[config.mk]
export PLATFORM = sky130hd
export DESIGN_NAME = sha256_block_loader_flat
export DESIGN_NICKNAME = d
export VERILOG_FILES = /design/src/rtl/sha256_pkg.sv /design/src/rtl/sha256_block_loader_if.sv /design/src/rtl/sha256_pad_slot.sv /design/src/rtl/sha256_block_loader.sv /design/src/flat_wrapper.sv
export SDC_FILE = /design/constraint.sdc
export NUM_CORES = 1
export LEC_CHECK = 0
export ABC_AREA = 1
export BUFFER_PORTS_ARGS = -buffer_cell sky130_fd_sc_hd__buf_2
export CORE_MARGIN = 3
export CORE_UTILIZATION = 40
export DETAILED_ROUTE_END_ITERATION = 16
export SYNTH_ARGS = -nofsm -noshare
export SYNTH_HDL_FRONTEND = slang
export SYNTH_HIERARCHICAL = 1
export SYNTH_SLANG_ARGS = --single-unit
[constraint.sdc]
create_clock -name clk -period 3.4 [get_ports clk]
set_input_delay 0.17 -clock clk [delete_from_list [all_inputs] [get_ports clk]]
set_output_delay 0.17 -clock clk [all_outputs]
set_load 0.01 [all_outputs]
[src/rtl/sha256_pkg.sv]
// -----------------------------------------------------------------------------
// sha256_pkg
// Shared definitions for the SHA-256 message feeder and hash core.
//   BLOCK_WORDS  : 32-bit words per 512-bit block
//   PAD_WORD     : the single '1' bit appended right after the message
//   state_t      : loader FSM state encoding
//   num_blocks() : padded block count for an N-word message
// -----------------------------------------------------------------------------
package sha256_pkg;

    localparam int          BLOCK_WORDS = 16;
    localparam logic [31:0] PAD_WORD    = 32'h8000_0000;

    typedef enum logic [1:0] {
        ST_IDLE = 2'd0,
        ST_READ = 2'd1,
        ST_HOLD = 2'd2
    } state_t;

    // The message, the pad word and the two length words must all fit, so
    // N+3 words are needed; this is ceil((N+3)/16) written without a divide
    // by a non-constant.
    function automatic int num_blocks(input int n);
        return (n + 2) / BLOCK_WORDS + 1;
    endfunction

endpackage

[src/rtl/sha256_block_loader_if.sv]
// -----------------------------------------------------------------------------
// sha256_block_loader_if
// Bundles the memory read port and the block output handshake of the loader.
//   mem_addr      : word read address (loader -> memory)
//   mem_we        : write enable, always 0 (loader -> memory)
//   mem_read_data : read data, one cycle after mem_addr (memory -> loader)
//   blk_valid     : blk_data holds a complete padded block (loader -> consumer)
//   blk_ready     : consumer accepts the block (consumer -> loader)
//   blk_data      : 512-bit block, word 0 in [511:480] (loader -> consumer)
//   blk_last      : qualifies blk_valid, final block of the message
//
// Handshake: a block transfers on every rising edge where blk_valid and
// blk_ready are both high. Once raised, blk_valid stays high and blk_data and
// blk_last stay constant until that transfer. blk_ready may be raised or
// dropped at any time and has no effect while blk_valid is low.
// -----------------------------------------------------------------------------
interface sha256_block_loader_if;

    logic [15:0]  mem_addr;
    logic         mem_we;
    logic [31:0]  mem_read_data;
    logic         blk_valid;
    logic         blk_ready;
    logic [511:0] blk_data;
    logic         blk_last;

    modport master (
        output mem_addr,
        output mem_we,
        input  mem_read_data,
        output blk_valid,
        input  blk_ready,
        output blk_data,
        output blk_last
    );

    modport slave (
        input  mem_addr,
        input  mem_we,
        output mem_read_data,
        input  blk_valid,
        output blk_ready,
        input  blk_data,
        input  blk_last
    );

endinterface

[src/rtl/sha256_pad_slot.sv]
// -----------------------------------------------------------------------------
// sha256_pad_slot
// Combinational selector for the content of one padded-message slot.
//   g_i             : global slot index, 16*b + s
//   b_i             : block index
//   s_i             : slot index inside the block (0..15)
//   n_i             : message length in words
//   nb_i            : number of blocks
//   mem_read_data_i : memory word read for this slot
//   slot_word_o     : final 32-bit slot content
// -----------------------------------------------------------------------------
module sha256_pad_slot
    import sha256_pkg::*;
(
    input  logic [15:0] g_i,
    input  logic [7:0]  b_i,
    input  logic [3:0]  s_i,
    input  logic [15:0] n_i,
    input  logic [7:0]  nb_i,
    input  logic [31:0] mem_read_data_i,
    output logic [31:0] slot_word_o
);

    logic last_blk;

    assign last_blk = (b_i == nb_i - 8'd1);

    // Slot 14 of the last block is the upper half of the 64-bit bit length,
    // which is always zero for N <= 2047, so it falls into the default.
    always_comb begin
        slot_word_o = 32'h0;
        if (g_i < n_i) begin
            slot_word_o = mem_read_data_i;
        end else if (g_i == n_i) begin
            slot_word_o = PAD_WORD;
        end else if (last_blk && (s_i == 4'd15)) begin
            slot_word_o = {11'b0, n_i, 5'b0};
        end
    end

endmodule

[src/rtl/sha256_block_loader.sv]
// -----------------------------------------------------------------------------
// sha256_block_loader
// Reads an NUM_OF_WORDS-word message from word-addressed memory, applies
// SHA-256 padding and presents the padded message one 512-bit block at a time.
//   clk          : clock, rising edge
//   reset_n      : synchronous active-low reset
//   start        : begin loading, only looked at while idle
//   message_addr : word address of message word 0, latched on start
//   bus          : memory read port and block handshake (master side)
//   busy         : high whenever not idle
//   done         : one-cycle pulse after the final block is accepted
//   dbg_state_o  : current FSM state
//
// Every block spends 17 cycles in READ: cycle c issues the address of slot c
// (c = 0..15) and writes the data for slot c-1 (c = 1..16). Slots that do not
// come from memory still take their cycle, keeping block timing fixed.
// -----------------------------------------------------------------------------
module sha256_block_loader
    import sha256_pkg::*;
#(
    parameter int NUM_OF_WORDS = 20
) (
    input  logic                  clk,
    input  logic                  reset_n,
    input  logic                  start,
    input  logic [15:0]           message_addr,
    sha256_block_loader_if.master bus,
    output logic                  busy,
    output logic                  done,
    output state_t                dbg_state_o
);

    localparam int          NB        = num_blocks(NUM_OF_WORDS);
    localparam logic [15:0] N16       = 16'(NUM_OF_WORDS);
    localparam logic [7:0]  NB8       = 8'(NB);
    localparam logic [7:0]  LAST_B    = 8'(NB - 1);
    localparam logic [4:0]  LAST_READ = 5'(BLOCK_WORDS);

    state_t             state_q, state_d;
    logic [4:0]         cnt_q, cnt_d;
    logic [7:0]         b_q, b_d;
    logic [15:0]        base_q, base_d;
    logic [15:0]        addr_q, addr_d;
    logic [15:0][31:0]  words_q, words_d;
    logic               done_q, done_d;

    logic [4:0]         cnt_m1;
    logic [3:0]         wr_slot;
    logic [15:0]        wr_g;
    logic [15:0]        nxt_g;
    logic [15:0]        nxt_blk_g;
    logic [31:0]        slot_word;

    // Data arriving in READ cycle c belongs to the address issued in c-1.
    assign cnt_m1    = cnt_q - 5'd1;
    assign wr_slot   = cnt_m1[3:0];
    assign wr_g      = {4'b0, b_q, wr_slot};
    assign nxt_g     = {4'b0, b_q, 4'b0} + {11'b0, cnt_q} + 16'd1;
    assign nxt_blk_g = {4'b0, b_q + 8'd1, 4'b0};

    sha256_pad_slot u_pad_slot (
        .g_i             (wr_g),
        .b_i             (b_q),
        .s_i             (wr_slot),
        .n_i             (N16),
        .nb_i            (NB8),
        .mem_read_data_i (bus.mem_read_data),
        .slot_word_o     (slot_word)
    );

    always_ff @(posedge clk) begin
        if (!reset_n) begin
            state_q <= ST_IDLE;
            cnt_q   <= 5'd0;
            b_q     <= 8'd0;
            base_q  <= 16'd0;
            addr_q  <= 16'd0;
            words_q <= '0;
            done_q  <= 1'b0;
        end else begin
            state_q <= state_d;
            cnt_q   <= cnt_d;
            b_q     <= b_d;
            base_q  <= base_d;
            addr_q  <= addr_d;
            words_q <= words_d;
            done_q  <= done_d;
        end
    end

    always_comb begin
        state_d = state_q;
        cnt_d   = cnt_q;
        b_d     = b_q;
        base_d  = base_q;
        addr_d  = addr_q;
        words_d = words_q;
        done_d  = 1'b0;

        case (state_q)
            ST_IDLE: begin
                if (start) begin
                    state_d = ST_READ;
                    cnt_d   = 5'd0;
                    b_d     = 8'd0;
                    base_d  = message_addr;
                    // N >= 1, so slot 0 of block 0 is always a memory word.
                    addr_d  = message_addr;
                end
            end

            ST_READ: begin
                if (cnt_q != 5'd0) begin
                    // Slot s lives at word index 15-s of the packed array.
                    words_d[4'd15 - wr_slot] = slot_word;
                end
                // Only memory slots move the address; others keep it steady.
                if ((cnt_q < 5'd15) && (nxt_g < N16)) begin
                    addr_d = base_q + nxt_g;
                end
                if (cnt_q == LAST_READ) begin
                    state_d = ST_HOLD;
                end else begin
                    cnt_d = cnt_q + 5'd1;
                end
            end

            ST_HOLD: begin
                if (bus.blk_ready) begin
                    if (b_q == LAST_B) begin
                        state_d = ST_IDLE;
                        done_d  = 1'b1;
                    end else begin
                        state_d = ST_READ;
                        cnt_d   = 5'd0;
                        b_d     = b_q + 8'd1;
                        if (nxt_blk_g < N16) begin
                            addr_d = base_q + nxt_blk_g;
                        end
                    end
                end
            end

            default: begin
                state_d = ST_IDLE;
            end
        endcase
    end

    assign bus.mem_addr  = addr_q;
    assign bus.mem_we    = 1'b0;
    assign bus.blk_valid = (state_q == ST_HOLD);
    assign bus.blk_data  = words_q;
    assign bus.blk_last  = (state_q == ST_HOLD) && (b_q == LAST_B);
    assign busy          = (state_q != ST_IDLE);
    assign done          = done_q;
    assign dbg_state_o   = state_q;

endmodule

[src/flat_wrapper.sv]
// flat-port wrapper written by rule: the top's interface ports become plain ports
module sha256_block_loader_flat import sha256_pkg::*;
#(
    parameter int NUM_OF_WORDS = 20
)
  (clk, reset_n, start, message_addr, busy, done, dbg_state_o, bus_mem_addr, bus_mem_we, bus_mem_read_data, bus_blk_valid, bus_blk_ready, bus_blk_data, bus_blk_last);
  sha256_block_loader_if bus_i ();
  input  logic clk;
  input  logic reset_n;
  input  logic start;
  input  logic [15:0] message_addr;
  output logic busy;
  output logic done;
  output state_t dbg_state_o;
  output wire logic [$bits(bus_i.mem_addr)-1:0] bus_mem_addr;
  output wire logic [$bits(bus_i.mem_we)-1:0] bus_mem_we;
  input wire logic [$bits(bus_i.mem_read_data)-1:0] bus_mem_read_data;
  output wire logic [$bits(bus_i.blk_valid)-1:0] bus_blk_valid;
  input wire logic [$bits(bus_i.blk_ready)-1:0] bus_blk_ready;
  output wire logic [$bits(bus_i.blk_data)-1:0] bus_blk_data;
  output wire logic [$bits(bus_i.blk_last)-1:0] bus_blk_last;
  assign bus_mem_addr = bus_i.mem_addr;
  assign bus_mem_we = bus_i.mem_we;
  assign bus_i.mem_read_data = bus_mem_read_data;
  assign bus_blk_valid = bus_i.blk_valid;
  assign bus_i.blk_ready = bus_blk_ready;
  assign bus_blk_data = bus_i.blk_data;
  assign bus_blk_last = bus_i.blk_last;
  sha256_block_loader #(.NUM_OF_WORDS(NUM_OF_WORDS)) u_core (.clk(clk), .reset_n(reset_n), .start(start), .message_addr(message_addr), .bus(bus_i), .busy(busy), .done(done), .dbg_state_o(dbg_state_o));
endmodule
==> run summary, run 1 <==
run status - finished, final reports clean
CTS Buffer Depth - 3
Hold WC Path Type - input pin to flip-flop
compound-gate portion of the synthesized area - 13.4%
Syn Inst Count - 3,293
Sink Count - 560
post-synthesis adder-cell area fraction - 3.18%
hold path depth - 5
crit path time final - 3080 ps
io pins - 587
die footprint - 61,100 µm²
min-delay src - bus_mem_read_data[20]
Final Util - 52.1%
port bufs - 585
R2R Path End - u_core/bus.blk_data[184]
Filler Cells Inserted - 5,721
unrepaired setup endpoints after global routing - false
vias in the first global route - 22,100
crit end category - flip-flop
Reg clk slew, reported paths - 60 ps
# rows - 87
fin crit share - 90.6%
Syn-to-layout area delta - 27.6%
antenna violations before repair - 6
leakage power - 16.3 nW
Post-CTS Resized - 0
post-DP HPWL - 65,000 µm
routed wire length - 95,500 µm
Vert. Die Dim - 247 µm
Critical Path Source Type - flip-flop
Reg2Reg Depth - 18
Mapped Area - 23,300 µm²
final setup fails - 0
Worst Hold Path EP - u_core/bus.blk_data[84]
Worst-Skew Late Latency - 630 ps
DRT iter0 DRCs - 1,797
GRT Total Usage - 30.1%
Reg-to-Reg Start - u_core/cnt_q[1]
pin count of the biggest net entering global routing - 163
Post-Synth XOR/XNOR Area - 0.377%
largest family of logic cells by synthesized area - simple AND/OR/NAND/NOR gates
Starting Density - 40.9%
Die Wd - 247 µm
register bit total from synthesis - 560
CP arrival - 3650 ps
pin slew with the least headroom to its limit - 779 ps
Setup Skew - 37.1 ps
core area - 56,900 µm²
CTS Root Cell - clkbuf_16
asr flop ratio synth - 0%
DRC Markers - 0
GP Congestion - 0.929
vias after detailed routing - 23,400
Post-synth top flop - dfxtp_1
setup TNS - 0 ps
Syn Area/Cell - 7.06 µm²
Pre-Repair DR Iteration Count - 6
FF-to-FF setup slack - 320 ps
Peak Freq - 0.325 GHz
simple-gate share of the synthesized area - 27.5%
grt total ovfl - 0
Slew Limit Fails - 0
sequential share of the synthesized area - 48.2%
power density over the cells - 571 nW/µm²
Syn. warnings - 6
maximum vdd drop - 0.423 mV
vias per inst - 5.01
Max-cap violations - 0
routed len/inst - 20.4 µm
Final Hold Viols - 0
Antenna Nets Post-Route - 0
share of post-route cells with drive strength above 1 - 21.9%
CTS HTree Levels - 2
Yosys cell types - 41
worst endpoint required time - 3970 ps
slew margin rel. - 48.0%
TritonCTS buffer count - 59
crit path kind - flip-flop to flip-flop
global-route wire length before repair - 140,000 µm
CP max FO - 12
CTS tree - yes
fin nets - 3,979
mux contribution to synthesized area - 0%
EDFF count, synth - 0
[where the power goes]
group / internal, W / total [W] / switching, W
logic: 0.000887 / 0.00287 / 0.00198
registers: 0.00682 / 0.00702 / 0.000202
clock network: 0.00420 / 0.00706 / 0.00286
total: 0.0119 / 0.0169 / 0.00504
[final cells by class]
cell class | count | area, µm² | share of cell area [%]
flip-flops and latches | 560 | 11200 | 37.8
multi-input cells | 2356 | 10600 | 35.9
repair buffers | 701 | 4010 | 13.5
clock buffers | 74 | 1640 | 5.54
well taps | 756 | 946 | 3.19
inverters | 191 | 717 | 2.42
clock inverters | 37 | 497 | 1.67
diodes | 3 | 7.51 | 0.0253
[metal layers]
| metal | part of all wire, % | wire length, µm | global-route usage [%] | vias up |
|---|---|---|---|---|
| li1 | - | - | - | 11500 |
| met1 | 42 | 39700 | 38.2 | 10900 |
| met2 | 46 | 43600 | 48.9 | 885 |
| met3 | 8.2 | 7850 | 6.90 | 205 |
| met4 | 4.6 | 4360 | 13.4 | 0 |
| met5 | 0 | 0 | 0 | - |
[cell usage after synthesis, drive strengths merged, types with 8 or more instances]
cell / n / area (µm²)
a21oi: 58 / 317
buf: 99 / 449
clkbuf: 142 / 537
dfxtp: 560 / 11200
ha: 56 / 701
inv: 190 / 713
nand2: 329 / 1280
nand3: 94 / 498
nand4: 8 / 50.1
nor2: 1166 / 4440
o21ai: 548 / 2740
[worst max path at each step]
stage / start / to / slack [ps] / depth (start not counted)
6_report: u_core/cnt_q[1] / u_core/bus.blk_data[184] / 320 / 18
5_1_grt: u_core/cnt_q[0] / u_core/bus.mem_addr[15] / 30 / 19
4_1_cts: u_core/cnt_q[1] / u_core/bus.blk_data[58] / 340 / 18
3_5_place_dp: u_core/cnt_q[1] / u_core/bus.blk_data[205] / 350 / 19
3_3_place_gp: u_core/cnt_q[0] / u_core/bus.blk_data[58] / 380 / 18
2_1_floorplan: u_core/cnt_q[0] / u_core/bus.blk_data[84] / 450 / 21
[per-stage QoR]
stage	setup slack, ps	cells	hold slack (ps)	power, W	cell area [µm²]
floorplan	454	3348	312	0.00880	23500
global placement	379	4537	438	0.00997	27300
detailed placement	350	4537	438	0.00997	27300
CTS	342	4675	5.95	0.0170	29700
global route	28.5	4678	54.2	0.0176	29700
finish	320	4678	36.2	0.0169	29700
[layout by cell type (no fill, tap or decap), drive strengths merged, types with 56 or more instances in the layout]
master  count
conb       57
inv       193
nand2     329
o21ai     548
dfxtp     560
buf       674
clkbuf     74
a21oi      58
ha         56
nand3      94
nor2     1166
[flip-flops by register name (all words and copies together), names as in the netlist]
name,flops
u_core/bus.blk_data,512
u_core/dbg_state_o,2
u_core/bus.mem_addr,16
u_core/base_q,16
u_core/cnt_q,5
u_core/done,1
u_core/b_q,8
[critical path, stage by stage (launching register included)]
cell and delay, ps:
dfxtp_1 450, inv_1 130, ha_1 210, xnor2_1 230, inv_1 120, ha_1 300, nand2_1 60, inv_1 50
nand2_1 60, nand2_1 40, nand2_1 50, nand2_1 50, nand2_2 90, nand2_2 130, buf_4 250, nor2_2 420
buf_12 210, nor2_1 50, nor2_1 110
[logic make-up (layout without fill, tap and decap cells)]
family                     Yosys count  count (layout)
buffers and inverters              432            1003
AOI/OAI and AO/OA                  614             614
adders and majority gates           58              58
DFF                                560             560
other                                2              60
xor gates and xnor gates            10              10
and+or+nand+nor                   1617            1617
[timing repair]
item,in CTS,in global routing
hold endpoints to repair,119,0
hold buffers,27,0
setup buffers,0,0
Note: power is estimated with default switching activity, not from simulation.
==> run 2, diff against run 1 <==
Settings changed: ABC_AREA 1 to 0.
==> run 2 against run 1 <==
Net effect: largest power group is now sequential cells; highest routed layer unchanged; utilization down 0.46 points; sequential share of layout area down 1.3 points; synthesized area up 4.2%; maximum frequency down 6.0%; first-iteration DRC count down 2.6%; clock skew down 8.5 ps.
==> run summary, run 2 <==
Setup Skew - 28.6 ps
Synth area leader - dfxtp_1
Worst Hold Path EP - u_core/bus.blk_data[49]
Final Hold Viols - 0
slew margin rel. - 15.2%
CTS Root Cell - clkbuf_16
Vert. Die Dim - 252 µm
placed inst area - 28,500 µm²
leakage power - 12.6 nW
commonest non-fill, non-tap cell in the layout - nand2_1
antenna violations before repair - 2
share of post-route cells with drive strength above 1 - 23.7%
register bit total from synthesis - 560
DRT met1 WL - 40,900 µm
CP max FO - 4
final setup fails - 0
# rows - 89
asr flop ratio synth - 0%
CTS HTree Levels - 2
routed len/inst - 21.3 µm
Pre-Repair DR Iteration Count - 5
Syn-to-layout area delta - 26.7%
Reg-to-Reg Start - u_core/cnt_q[0]
Syn Area/Cell - 8.05 µm²
Non-Filler Instances - 4,404
Syn Inst Count - 3,010
max reg flops - 512
global-route wire length before repair - 137,000 µm
Max-cap violations - 0
Die Wd - 252 µm
Hold WC Path Type - input pin to flip-flop
pin slew with the least headroom to its limit - 1270 ps
Worst-Skew Late Latency - 630 ps
Top Metal Used - met4
DR WL met2 - 42,400 µm
Sink Count - 560
maximum vdd drop - 0.408 mV
Starting Density - 40.8%
grt total ovfl - 0
top-count cell post-synth - nand2_1
vias after detailed routing - 22,500
port bufs - 585
crit path kind - flip-flop to flip-flop
FF-to-FF setup slack - 120 ps
crit end category - flip-flop
worst endpoint required time - 3900 ps
CTS Buffer Depth - 3
hold path depth - 2
DRC Markers - 0
Syn. warnings - 6
Filler Cells Inserted - 5,775
Post-synth top flop - dfxtp_1
pin count of the biggest net entering global routing - 94
io pins - 587
vias per inst - 5.11
routed wire length - 93,700 µm
routed wl met3 - 7550 µm
dpl cells - 4,276
Ant. Diodes - 0
setup TNS - 0 ps
post-DP HPWL - 64,400 µm
most frequent cells in the layout - nand2_1, buf_2, dfxtp_1
run status - finished, final reports clean
crit path time final - 3280 ps
unrepaired setup endpoints after global routing - true
DRT iter0 DRCs - 1,750
Reg2Reg Depth - 13
Slew Limit Fails - 0
fin nets - 3,693
Pwr Total - 0.0143 W
Antenna Nets Post-Route - 0
largest cells by area after synthesis - dfxtp_1, nand2_1, a21boi_0
hold_ws - 26.0 ps
Reg clk slew, reported paths - 60 ps
vias in the first global route - 20,800
Design Area, Final - 30,700 µm²
Critical Path Source Type - flip-flop
Yosys top cell area share - 46.3%
R2R Path End - u_core/bus.mem_addr[13]
TritonCTS buffer count - 58
power density over the cells - 466 nW/µm²
EDFF count, synth - 0
fin crit share - 96.4%
GRT Total Usage - 28.2%
core area - 59,500 µm²
GP Congestion - 0.892
Yosys cell types - 71
sequential share of the synthesized area - 46.3%
min-delay src - reset_n
CP arrival - 3780 ps
CTS tree - yes
Peak Freq - 0.305 GHz
die footprint - 63,600 µm²
top cells by count, synth - nand2_1, dfxtp_1, a21boi_0
Mapped Area - 24,200 µm²
run 2: cell types whose count changed after synthesis, moves of 24 or more:
cell      previous run  this run
nor2_1            1154        48
nand2_1            316      1122
a21boi_0             0       534
o21ai_0            548        29
inv_1              183        46
clkbuf_1           141       233
buf_1               64         3
nand3_1             90        34
nand4_1              8        42
xnor2_1              4        31
a21oi_1             55        31
run 2: worst max-delay path by stage:
stage	slack [ps]	endpoint	startpoint
after global placement	170	u_core/bus.mem_addr[13]	u_core/cnt_q[1]
final	120	u_core/bus.mem_addr[13]	u_core/cnt_q[0]
after CTS	100	u_core/bus.mem_addr[13]	u_core/cnt_q[1]
after detailed placement	120	u_core/bus.blk_data[27]	u_core/cnt_q[1]
after global routing	-70	u_core/bus.mem_addr[13]	u_core/cnt_q[0]
after floorplan	20	u_core/bus.blk_data[103]	u_core/cnt_q[0]
run 2: area by class of cell:
| cell class | instances | area (µm²) | share of cell area [%] |
|---|---|---|---|
| well taps | 773 | 967 | 3.15 |
| clock buffers | 89 | 1740 | 5.66 |
| inverters | 46 | 173 | 0.562 |
| flip-flops and latches | 560 | 11200 | 36.5 |
| repair buffers | 719 | 4120 | 13.4 |
| multi-input cells | 2198 | 12300 | 40.1 |
| clock inverters | 19 | 195 | 0.635 |
run 2: cells by family after synthesis:
group / after synthesis / synth area share [%]
and+or+nand+nor: 1334 / 22.3
buffers and inverters: 313 / 5.19
muxes: 6 / 0.263
other: 2 / 0.0310
AOI/OAI and AO/OA: 694 / 21.3
xor gates and xnor gates: 43 / 1.55
adders and majority gates: 58 / 3.06
DFF: 560 / 46.3
run 2: stage by stage:
step           utilization, %  worst slack [ps]
3_3_place_gp             47.9               166
2_1_floorplan               -              20.3
4_1_cts                  51.5              95.0
5_1_grt                  51.7             -70.5
6_report                 51.7               123
3_5_place_dp             47.9               119
run 2: critical path, stage by stage (launching register included):
cell      delay (ps)
dfxtp_1          380
ha_1             220
a41o_1           270
buf_4            140
nand2_1           50
xnor2_1          130
ha_1             300
a21oi_2          170
o21ai_0          120
or3b_2           490
o211ai_1         250
a211oi_1         110
a211o_1          280
a211o_1          250
run 2: routing by layer:
metal / up-vias / global-route usage [%]
met5: - / 0
met4: 0 / 8.14
met3: 126 / 6.43
met2: 816 / 45.4
met1: 10600 / 38.0
li1: 11000 / -
run 2: power by group:
part | internal [W] | switching [W] | total (W)
Sequential | 0.00661 | 0.0000387 | 0.00665
Combinational | 0.000397 | 0.000823 | 0.00122
Clock | 0.00368 | 0.00276 | 0.00644
Total | 0.0107 | 0.00362 | 0.0143
run 2: what timing repair did:
action	in CTS	in global routing
hold buffers	18	0
gates resized for setup	0	23
hold endpoints to repair	33	0
buffers inserted	0	2
endpoints found under the setup margin	0	84
==> run 3, diff against run 2 <==
Clock period 3.4 ns to 3.8 ns, I/O delays scaled along.
==> run 3 against run 2 <==
Net effect: critical path depth shrank 2; largest power group unchanged; combinational power shrank 13%; clock skew grew 12 ps; via count shrank 0.21%; largest cell class unchanged; sequential power shrank 11%; design area shrank 1.1%; hold slack gained 93 ps; global-route usage shrank 0.16 points; critical endpoint unchanged; register-to-register slack gained 130 ps.
==> run summary, run 3 (synthesized netlist as in run 2, its figures left out) <==
R2R Path End - u_core/bus.mem_addr[13]
Pre-Repair DR Iteration Count - 5
hold path depth - 5
Starting Density - 40.8%
Final Hold Viols - 0
slowest CP cell - or3b_2
run status - finished, final reports clean
min-delay src - bus_mem_read_data[9]
GP Congestion - 0.890
CP max FO - 7
Die Wd - 252 µm
Setup Skew - 40.6 ps
routed wire length - 93,600 µm
global-route wire length before repair - 136,000 µm
unrepaired setup endpoints after global routing - false
Post-Place Worst Slack - 245 ps
Vert. Die Dim - 252 µm
crit path time final - 3550 ps
setup TNS - 0 ps
crit path buf inv count - 0
Final Util - 51.1%
Reg2Reg Depth - 11
switching power - 0.00326 W
crit-path leading delay family - compound AO/OA/AOI/OAI gates
final setup fails - 0
die footprint - 63,600 µm²
Worst Hold Path EP - u_core/bus.blk_data[457]
crit-path cells - ha_1 > a41o_1 > nand3_1 > xnor2_1 > ha_1 > a21oi_1 > or3b_2 > o211ai_1 > a211oi_1 > a211o_1 > a211o_1
vias per inst - 5.13
port bufs - 585
TritonCTS buffer count - 59
slew margin rel. - 22.3%
Antenna Nets Post-Route - 0
clock share of power - 45.1%
CP arrival - 4060 ps
PnR worst setup slack - 250 ps
Reg-to-Reg Start - u_core/cnt_q[4]
vias in the first global route - 20,700
pin slew with the least headroom to its limit - 1170 ps
io pins - 587
Slew Limit Fails - 0
Design Area, Final - 30,400 µm²
leakage power - 12.5 nW
CTS Root Cell - clkbuf_16
Worst-Skew Late Latency - 650 ps
GRT Total Usage - 28.0%
Syn-to-layout area delta - 25.4%
vias after detailed routing - 22,500
crit path kind - flip-flop to flip-flop
maximum vdd drop - 0.327 mV
Seq pwr share - 46.6%
DRC Markers - 0
Sink Count - 560
fin nets - 3,669
Reg clk slew, reported paths - 60 ps
commonest non-fill, non-tap cell in the layout - nand2_1
pin count of the biggest net entering global routing - 149
power density over the cells - 420 nW/µm²
crit end category - flip-flop
Peak Freq - 0.282 GHz
post-DP HPWL - 63,800 µm
FF-to-FF setup slack - 250 ps
Max-cap violations - 0
CP Depth - 11
Hold WC Path Type - input pin to flip-flop
Critical Path Source Type - flip-flop
grt total ovfl - 0
internal power - 0.00951 W
most frequent cells in the layout - nand2_1, buf_2, dfxtp_1
CTS tree - yes
Worst path max stage delay - 490 ps
worst endpoint required time - 4310 ps
placed inst area - 28,300 µm²
routed len/inst - 21.4 µm
DRT iter0 DRCs - 1,668
core area - 59,500 µm²
max reg flops - 512
antenna violations before repair - 3
share of post-route cells with drive strength above 1 - 22.8%
# rows - 89
fin crit share - 93.4%
CTS HTree Levels - 2
Switching Fraction - 25.5%
combinational fraction of design power - 8.3%
CTS Buffer Depth - 3
-- run 3: cell types whose count changed in the layout (fill, tap and decap cells not counted), moves of 2 or more --
cell and delta:
a211oi_1 +2, a211oi_2 -2, and2_1 +8, and2_2 -8
buf_12 -6, buf_4 -17, clkbuf_1 -6, clkbuf_8 +2
clkinvlp_4 +2, dfxtp_1 +2, dfxtp_2 -2, xnor2_1 +2
xnor2_2 -2
-- run 3: power by group through the flow --
stage | Clock [W] | Sequential (W) | Combinational, W
final | 0.00575 | 0.00595 | 0.00106
after global placement | 0 | 0.00608 | 0.00104
after CTS | 0.00586 | 0.00595 | 0.00105
after global routing | 0.00606 | 0.00595 | 0.00114
after detailed placement | 0 | 0.00608 | 0.00103
after floorplan | 0 | 0.00608 | 0.000590
-- run 3: worst register-to-register path: stages (launching register included) --
cell and delay, ps:
dfxtp_1 320, ha_1 400, a41o_1 330, nand3_1 120, xnor2_1 290, ha_1 310, a21oi_1 240, or3b_2 490
o211ai_1 290, a211oi_1 120, a211o_1 280, a211o_1 250
-- run 3: timing repair --
action | CTS | global route
setup buffers | 0 | 0
endpoints found under the setup margin | 0 | 1
hold endpoints to repair | 33 | 0
hold buffers | 17 | 0
gates resized for setup | 0 | 1
-- run 3: cell type report --
cell class	instances	area, µm²
antenna	1	2.50
clock buffer	85	1740
clock inverter	21	203
fill	5859	29100
inverter	46	173
multi-input combinational	2198	12200
sequential	560	11200
tap	773	967
timing repair buffer	694	3850
-- run 3: worst max path at each step --
stage | from | endpoint | slack, ps
3_5_place_dp | u_core/cnt_q[0] | u_core/bus.blk_data[71] | 240
6_report | u_core/cnt_q[4] | u_core/bus.mem_addr[13] | 250
3_3_place_gp | u_core/cnt_q[4] | u_core/bus.mem_addr[13] | 360
4_1_cts | u_core/cnt_q[0] | u_core/bus.blk_data[71] | 220
5_1_grt | u_core/cnt_q[4] | u_core/bus.mem_addr[13] | 40
2_1_floorplan | u_core/cnt_q[0] | u_core/bus.blk_data[103] | 420
-- run 3: metal layers --
metal  vias to the layer above  routed length, µm  track usage (%)  share of wire [%]
met5                         -                 13                0              0.014
li1                      10900                  -                -                  -
met2                       858              41900             44.6                 45
met3                       156               7670             6.74                8.2
met1                     10500              40500             37.4                 43
met4                         2               3420             9.71                3.7
-- run 3: through the flow --
| stage | hold slack [ps] | power, W | std cells |
|---|---|---|---|
| 2_1_floorplan | 335 | 0.00667 | 3071 |
| 3_3_place_gp | 438 | 0.00712 | 4254 |
| 3_5_place_dp | 444 | 0.00711 | 4254 |
| 4_1_cts | 84.1 | 0.0129 | 4377 |
| 5_1_grt | 114 | 0.0131 | 4378 |
| 6_report | 119 | 0.0128 | 4378 |
